File: src/rtl/uart_pkg.sv
// Shared UART definitions: echo FSM state encoding, ASCII case constants and
// a lower-to-upper case helper used by the optional upcase path
// (UART_ECHO_UPCASE_EN in uart_echo_responder).
package uart_pkg;

  // Echo responder FSM states
  typedef enum logic [1:0] {
    IDLE  = 2'd0,
    START = 2'd1,
    WAIT  = 2'd2
  } echo_state_e;

  localparam logic [7:0] ASCII_LC_A     = 8'h61;
  localparam logic [7:0] ASCII_LC_Z     = 8'h7A;
  localparam logic [7:0] ASCII_CASE_OFS = 8'h20;

  // Map 'a'..'z' to 'A'..'Z'; every other value passes through untouched.
  function automatic logic [7:0] to_upper(input logic [7:0] b);
    logic [7:0] r;
    r = b;
    if ((b >= ASCII_LC_A) && (b <= ASCII_LC_Z)) begin
      r = b - ASCII_CASE_OFS;
    end
    return r;
  endfunction

endpackage

File: src/rtl/uart_sync_fifo.sv
// Single-clock FIFO with synchronous active-high reset. The head entry is
// read combinationally so the consumer can capture it on the same edge that
// pops it. A push into a full FIFO is accepted only if a pop happens on the
// same edge.
module uart_sync_fifo #(
  parameter int W      = 8,
  parameter int ADDR_W = 4
) (
  input  logic            clk,
  input  logic            reset,
  input  logic            push_i,
  input  logic            pop_i,
  input  logic [W-1:0]    din_i,
  output logic [W-1:0]    dout_o,
  output logic            full_o,
  output logic            empty_o,
  output logic [ADDR_W:0] count_o
);

  localparam int DEPTH = 1 << ADDR_W;
  localparam logic [ADDR_W:0] FULL_CNT = (ADDR_W + 1)'(DEPTH);

  logic [W-1:0]      mem_q [DEPTH];
  logic [ADDR_W-1:0] wr_ptr_q, wr_ptr_d;
  logic [ADDR_W-1:0] rd_ptr_q, rd_ptr_d;
  logic [ADDR_W:0]   count_q, count_d;
  logic              push_ok, pop_ok;

  assign full_o  = (count_q == FULL_CNT);
  assign empty_o = (count_q == '0);
  assign count_o = count_q;
  assign dout_o  = mem_q[rd_ptr_q];

  // Qualify requests: pops need data, pushes need room or a concurrent pop
  assign pop_ok  = pop_i & ~empty_o;
  assign push_ok = push_i & (~full_o | pop_ok);

  // Next pointer / occupancy values; pointers wrap naturally modulo DEPTH
  always_comb begin
    wr_ptr_d = wr_ptr_q;
    rd_ptr_d = rd_ptr_q;
    count_d  = count_q;
    if (push_ok) begin
      wr_ptr_d = wr_ptr_q + 1'b1;
    end
    if (pop_ok) begin
      rd_ptr_d = rd_ptr_q + 1'b1;
    end
    case ({push_ok, pop_ok})
      2'b10:   count_d = count_q + 1'b1;
      2'b01:   count_d = count_q - 1'b1;
      default: count_d = count_q;
    endcase
  end

  // Storage write; contents need no reset because occupancy gates reads
  always_ff @(posedge clk) begin
    if (push_ok) begin
      mem_q[wr_ptr_q] <= din_i;
    end
  end

  // Pointer and occupancy registers
  always_ff @(posedge clk) begin
    if (reset) begin
      wr_ptr_q <= '0;
      rd_ptr_q <= '0;
      count_q  <= '0;
    end else begin
      wr_ptr_q <= wr_ptr_d;
      rd_ptr_q <= rd_ptr_d;
      count_q  <= count_d;
    end
  end

endmodule

File: src/rtl/uart_echo_responder.sv
// Echo responder: buffers bytes from the UART receiver and replays them one
// at a time to the transmitter, waiting for tx_done between bytes.
// Optional feature: define UART_ECHO_UPCASE_EN to convert 'a'..'z' to upper
// case as each byte is popped into tx_data (FIFO keeps raw bytes).
module uart_echo_responder
  import uart_pkg::*;
#(
  parameter int ADDR_W = 4
) (
  input  logic            clk,
  input  logic            reset,
  input  logic [7:0]      rx_dout,
  input  logic            rx_done,
  output logic [7:0]      tx_data,
  output logic            tx_transmission,
  input  logic            tx_done,
  output logic [ADDR_W:0] fifo_count,
  output logic            overflow
);

  echo_state_e state_q, state_d;
  logic [7:0]  tx_data_q, tx_data_d;
  logic        tx_trans_q, tx_trans_d;
  logic        overflow_q, overflow_d;

  logic [7:0]  fifo_head;
  logic [7:0]  load_byte;
  logic        fifo_full, fifo_empty;
  logic        fifo_pop;

  // The FSM pops exactly when it is idle and something is buffered
  assign fifo_pop = (state_q == IDLE) & ~fifo_empty;

  uart_sync_fifo #(
    .W      (8),
    .ADDR_W (ADDR_W)
  ) u_fifo (
    .clk     (clk),
    .reset   (reset),
    .push_i  (rx_done),
    .pop_i   (fifo_pop),
    .din_i   (rx_dout),
    .dout_o  (fifo_head),
    .full_o  (fifo_full),
    .empty_o (fifo_empty),
    .count_o (fifo_count)
  );

`ifdef UART_ECHO_UPCASE_EN
  assign load_byte = to_upper(fifo_head);
`else
  assign load_byte = fifo_head;
`endif

  // Sticky drop flag: a byte arrived with no room and no pop to make room
  assign overflow_d = overflow_q | (rx_done & fifo_full & ~fifo_pop);

  // Next-state and registered-output logic for the replay FSM
  always_comb begin
    state_d    = state_q;
    tx_data_d  = tx_data_q;
    tx_trans_d = 1'b0;
    case (state_q)
      IDLE: begin
        if (!fifo_empty) begin
          tx_data_d = load_byte;
          state_d   = START;
        end
      end
      START: begin
        tx_trans_d = 1'b1;
        state_d    = WAIT;
      end
      WAIT: begin
        if (tx_done) begin
          state_d = IDLE;
        end
      end
      default: state_d = IDLE;
    endcase
  end

  // State and output registers; reset abandons any request in flight
  always_ff @(posedge clk) begin
    if (reset) begin
      state_q    <= IDLE;
      tx_data_q  <= 8'h00;
      tx_trans_q <= 1'b0;
      overflow_q <= 1'b0;
    end else begin
      state_q    <= state_d;
      tx_data_q  <= tx_data_d;
      tx_trans_q <= tx_trans_d;
      overflow_q <= overflow_d;
    end
  end

  assign tx_data         = tx_data_q;
  assign tx_transmission = tx_trans_q;
  assign overflow        = overflow_q;

endmodule
File: config.mk
export PLATFORM = sky130hd
export DESIGN_NAME = uart_echo_responder
export DESIGN_NICKNAME = d
export VERILOG_FILES = /design/src/rtl/uart_pkg.sv /design/src/rtl/uart_sync_fifo.sv /design/src/rtl/uart_echo_responder.sv
export SDC_FILE = /design/constraint.sdc
export NUM_CORES = 1
export LEC_CHECK = 0
export BUFFER_PORTS_ARGS = -buffer_cell sky130_fd_sc_hd__clkbuf_2
export CAP_MARGIN = 20
export CORE_UTILIZATION = 55
export DETAILED_ROUTE_END_ITERATION = 12
export PLACE_DENSITY = 0.71
export RECOVER_POWER = 100
export SYNTH_ARGS = -nofsm -noshare
export SYNTH_HDL_FRONTEND = slang
export SYNTH_SLANG_ARGS = --single-unit
File: constraint.sdc
create_clock -name clk -period 5.8 [get_ports clk]
set_clock_uncertainty 0.1 [all_clocks]
set_input_delay 1.16 -clock clk [delete_from_list [all_inputs] [get_ports clk]]
set_output_delay 1.16 -clock clk [all_outputs]
set_load 0.01 [all_outputs]
Word-level counts from Yosys, hierarchy flattened --
Memories as Yosys holds them, arrays and structs flattened. A register that Yosys moved wholly into a read port is not among the register bits. Cells that the tools add are included.
Cells by class: $add $sub $neg 4, equal/unequal tests 7, muxes and demuxes 7, bitwise logic cells 10, reduce and logical (&&, ||, !) cells 5
Operators with widths (number):
- one-hot mux 5 bit (2 select lines) | 1
- adder 4 x 1 -> 4 bit (second input constant) | 2
- one-hot mux 2 bit (3 select lines) | 1
- adder 5 x 1 -> 5 bit (second input constant) | 1
- bitwise AND 1 bit | 5
- == test 5 bit (second input constant) | 1
- logical NOT 5 bit | 1
- subtractor 5 x 1 -> 5 bit (second input constant) | 1
- == test 2 x 1 -> 1 bit (second input constant) | 2
- == test 2 bit (second input constant) | 2
- two-way mux 2 bit | 2
- inequality test 2 bit (second input constant) | 2
- AND reduction 2 bit | 2
- two-way mux 1 bit | 3
- inverter 1 bit | 3
- logical NOT 2 bit | 1
- OR 1 bit | 2
- nonzero test 2 bit | 1
Word-level totals: register bits 17, bits in writable memories 128, bits of input ports 12, output and inout port bits 15, logic and storage cells 40, memories 1
Memory list:
- u_fifo.mem_q | depth 16, bits a word 8, read ports 1, clocked after memory_dff 1, wr ports 1, line uart_sync_fifo.sv:23 | logic [W-1:0] mem_q [DEPTH];

Depth between registers and ports, before layout --
depth in word-level cells 8, mapped depth 10, gate-level depth less buffers 8

Modules after synthesis --
Synthesis repeated with hierarchy kept, for this count alone.
Second synthesis, totals: cell total of the unflattened synthesis 377, area, all modules 6368.6 sq um
Modules (own cells, without submodules):
- uart_sync_fifo | times used 1, cells an instance 326, area each 5858.1 sq um, seq. area each 4184.0 sq um
- uart_echo_responder | times used 1, cells an instance 51, area each 510.5 sq um, seq. area each 240.2 sq um

Worst setup path before layout --
OpenSTA, ideal clock, no wires.
path kind in2reg, from input port rx_done, to memory u_fifo.mem_q[0][0], enable pin, library setup time 0.383 ns, arrival 2.408 ns, data required time 5.317 ns, setup slack 2.908 ns, cell stages on the path 4, path buffers 1, path through clkbuf_1 > o21a_1 > nand2_1 > nor3_1
On the way: longest elaborated chain between the ends 3
Ends and longest elaborated chain:
- start, declared | line uart_echo_responder.sv:13 | input logic rx_done,
- bitwise AND 1 bit | line uart_sync_fifo.sv:36 | assign push_ok = push_i & (~full_o | pop_ok);
- two-way mux 1 bit | line uart_sync_fifo.sv:58 | if (push_ok) begin
- two-way mux 1 bit (implied by the code) | line uart_sync_fifo.sv:59 | mem_q[wr_ptr_q] <= din_i;
- end, declared | line uart_sync_fifo.sv:23
Every way passes these cells.

Worst setup path in the final report --
from register u_fifo.count_q[1] (netlist: u_fifo.count_o[1]), to register tx_data_q[0] (netlist: tx_data[0]) (read register of u_fifo.mem_q)
On the way: longest elaborated chain between the ends 3
Ends and longest elaborated chain:
- start, declared | line uart_sync_fifo.sv:26 | logic [ADDR_W:0] count_q, count_d;
- start signal, assigned | line uart_sync_fifo.sv:72 | count_q <= count_d;
- logical NOT 5 bit | line uart_sync_fifo.sv:30 | assign empty_o = (count_q == '0);
- inverter 1 bit
- AND reduction 2 bit (no line)
- end, declared | line uart_echo_responder.sv:22 | logic [7:0] tx_data_q, tx_data_d;
Every way passes these cells. A chain may end at the register's enable or synchronous reset.

==> summary.txt <==
Clocking
  – Worst skew pair latency: 0.53 ns
  – Setup Fix Bufs, Post-CTS: 0
  – Clock tree buffer depth: 2
  – H-tree depth: 4
  – CTS buffer count: 17
  – Clock sink count: 153
  – # hold bufs at CTS: 0
  – CTS tree: yes
  – Root Buffer: clkbuf_8
  – Clock transition at path regs: 0.06 ns
  – Resized cells post-CTS: 0

Die
  – # IOs: 27
  – Die width: 108.0 µm
  – Die H: 108.0 µm
  – Std cell rows: 38
  – Core area: 10890 µm²
  – Initial Utilization: 56.79%
  – Die area: 11670 µm²

STA
  – Slew of the pin with the lowest slew margin: 1.485 ns
  – Setup violators final: 0
  – Final worst slack: 2.494 ns
  – Period utilization: 57.00%
  – Fin. max-slew vios: 1
  – Fmax: 0.3025 GHz
  – Setup TNS: 0 ns
  – Hold WS: 0.3810 ns
  – Final Hold Fails: 0
  – Tmin final: 3.306 ns
  – RSZ-0062 raised after global routing: false
  – Slew HR: -0.06267%

Global routing
  – Antenna violations before repair: 0
  – First-pass GRT wire length: 18050 µm
  – M3 GR Usage: 6.811%
  – Largest net degree at the start of global routing: 35
  – Total global routing overflow: 0
  – Vias in the first global route: 3246
  – GRT Overall Usage: 22.68%
  – Most used routing layer: met2
  – Met1 Track Usage GR: 29.88%
  – Met2 Use GR: 34.85%

Outcome
  – Failing checks: capacitance limit, slew limit
  – Status: finished, violations left

Synth
  – Seq/Total Area, Yosys: 70.25%
  – Synthesized area: 6183 µm²
  – Number of synthesis warnings: 0
  – Syn nets: 372
  – EDFF count, synth: 128
  – Mapped Avg Cell Area: 17.47 µm²
  – Dominant synthesized flop cell: edfxtp_1
  – Cell count after synthesis: 354
  – #FFs+latches synth: 153
  – Ys async rst share: 0%
  – Synth unique cells: 48

Cells and area
  – Final cell count without fillers: 536
  – Antenna cells: 0
  – Layout cells sized above 1: 16.92%
  – Most frequent cells in the layout: 128 x edfxtp_1, 34 x clkbuf_1, 32 x mux4_2, 26 x nor2_1, 24 x dfxtp_1
  – Fin nets: 401
  – Fin util: 63.79%
  – Commonest non-fill, non-tap cell in the layout: edfxtp_1
  – P&R area growth vs syn: 12.32%
  – Final Instance Area: 6945 µm²

Drt
  – Starting DRT DRC Count: 390
  – Total number of vias: 3287
  – # DRC: 0
  – Wirelength, routed: 12140 µm
  – 1st-pass router iterations: 4
  – DRT antenna net count: 0
  – Via density per instance: 6.132
  – Routed len/inst: 22.65 µm

Setup path
  – Max stage delay on crit path: 1.22 ns
  – R2R Path End: tx_data[0]$_SDFFE_PP0P_
  – Reg2reg setup slack: 2.49 ns
  – CP Capture Type: register
  – R2R depth: 4
  – CP Cell Sequence: or4_1 -> o21ai_0 -> or3_1 -> o221ai_1
  – Cell with the largest stage delay on the worst path: o21ai_0
  – Largest fanout on the critical path: 13
  – Setup CP Type: reg2reg
  – Req. time, crit path: 6.08 ns
  – CP Data Arrival Time: 3.59 ns
  – Launching element type of the critical path: register
  – Reg-to-Reg Start: u_fifo.count_o[1]$_SDFFE_PP0P_

Power
  – Pwr per Cell Area: 427.0 nW/µm²
  – Worst vdd ir: 0.3011 mV
  – Final Power: 2.966 mW
  – Pleak: 2.198 nW

Min path
  – Hold Path Class: reg2reg
  – Hold Path End: overflow$_SDFF_PP0_
  – Hold Startpoint: overflow$_SDFF_PP0_
  – Hold Crit Depth: 2

Placement
  – Global placement routability congestion: 0.8355
  – Port buffer count: 26
  – Dpl ws: 2.531 ns
  – Final HPWL DP: 7214 µm
  – Post-DP Area: 6392 µm²
  – Inst Count DP: 499

Run
  – Max-capacitance violation count: 1
## flip-flops by register name, indices dropped and copies added, names as in the netlist
register,count
u_fifo.count_o,5
u_fifo.wr_ptr_q,4
tx_transmission,1
u_fifo.rd_ptr_q,4
u_fifo.mem_q,128
tx_data,8
state_q,2
overflow,1
## how the worst max path moves through the flow
| stage | slack, ns | cells past startpoint | endpoint | from |
|---|---|---|---|---|
| after floorplan | 2.91 | 4 | u_fifo.mem_q[0][0]$_DFFE_PP_ | rx_done |
| after global placement | 2.58 | 4 | u_fifo.mem_q[2][6]$_DFFE_PP_ | rx_done |
| after detailed placement | 2.53 | 4 | u_fifo.mem_q[2][0]$_DFFE_PP_ | rx_done |
| after CTS | 3.09 | 4 | u_fifo.mem_q[2][3]$_DFFE_PP_ | rx_done |
| after global routing | 2.29 | 4 | tx_data[0]$_SDFFE_PP0P_ | u_fifo.count_o[0]$_SDFFE_PP0P_ |
| final | 2.49 | 4 | tx_data[0]$_SDFFE_PP0P_ | u_fifo.count_o[1]$_SDFFE_PP0P_ |
## logic make-up (layout without fill, tap and decap cells)
logic type / count (synthesis) / after routing / share of synthesized area, %
flip-flops: 153 / 153 / 70.26
AND/OR/NAND/NOR: 73 / 73 / 6.091
multiplexers: 53 / 53 / 15.10
AO/OA/AOI/OAI: 37 / 37 / 4.573
buffers and inverters: 27 / 69 / 2.064
adder cells (fa/ha/maj): 6 / 6 / 1.214
XOR/XNOR: 5 / 5 / 0.7083
## critical path, delay by kind of cell, from the launching register on
kind / cells / cell delay (ns)
simple gates: 2 / 1.23
flops: 1 / 0.39
compound gates: 2 / 1.43
## where the power goes
part | switching, mW | leakage, nW | internal (mW)
clock | 0.407 | 0.270 | 0.646
combinational | 0.319 | 0.566 | 0.276
sequential | 0.0720 | 1.36 | 1.25
total | 0.798 | 2.20 | 2.17
## cells in the mapped netlist (all sizes together), types with 6 or more instances
library cell | n | area (µm²)
o221ai | 8 | 70.07
nand3b | 9 | 67.56
buf | 13 | 75.07
mux4 | 32 | 720.7
dfxtp | 25 | 500.5
nor2 | 26 | 97.59
nand2 | 9 | 33.78
ha | 6 | 75.07
clkbuf | 10 | 37.54
o21ai | 7 | 38.78
mux2i | 19 | 190.2
nor3 | 8 | 40.04
edfxtp | 128 | 3844
## cell type report
cell class | count | area (µm²)
multi-input combinational | 174 | 1699
tap | 140 | 175.2
timing repair buffer | 33 | 143.9
sequential | 153 | 4345
clock inverter | 7 | 92.59
clock buffer | 25 | 474.2
fill | 781 | 3943
inverter | 4 | 15.01
## routing by layer
layer	vias up	wire, µm
met5	-	0
met4	0	266
met3	18	664
met2	100	5942
met1	1693	5269
li1	1476	-
Note: power is estimated with default switching activity, not from simulation.
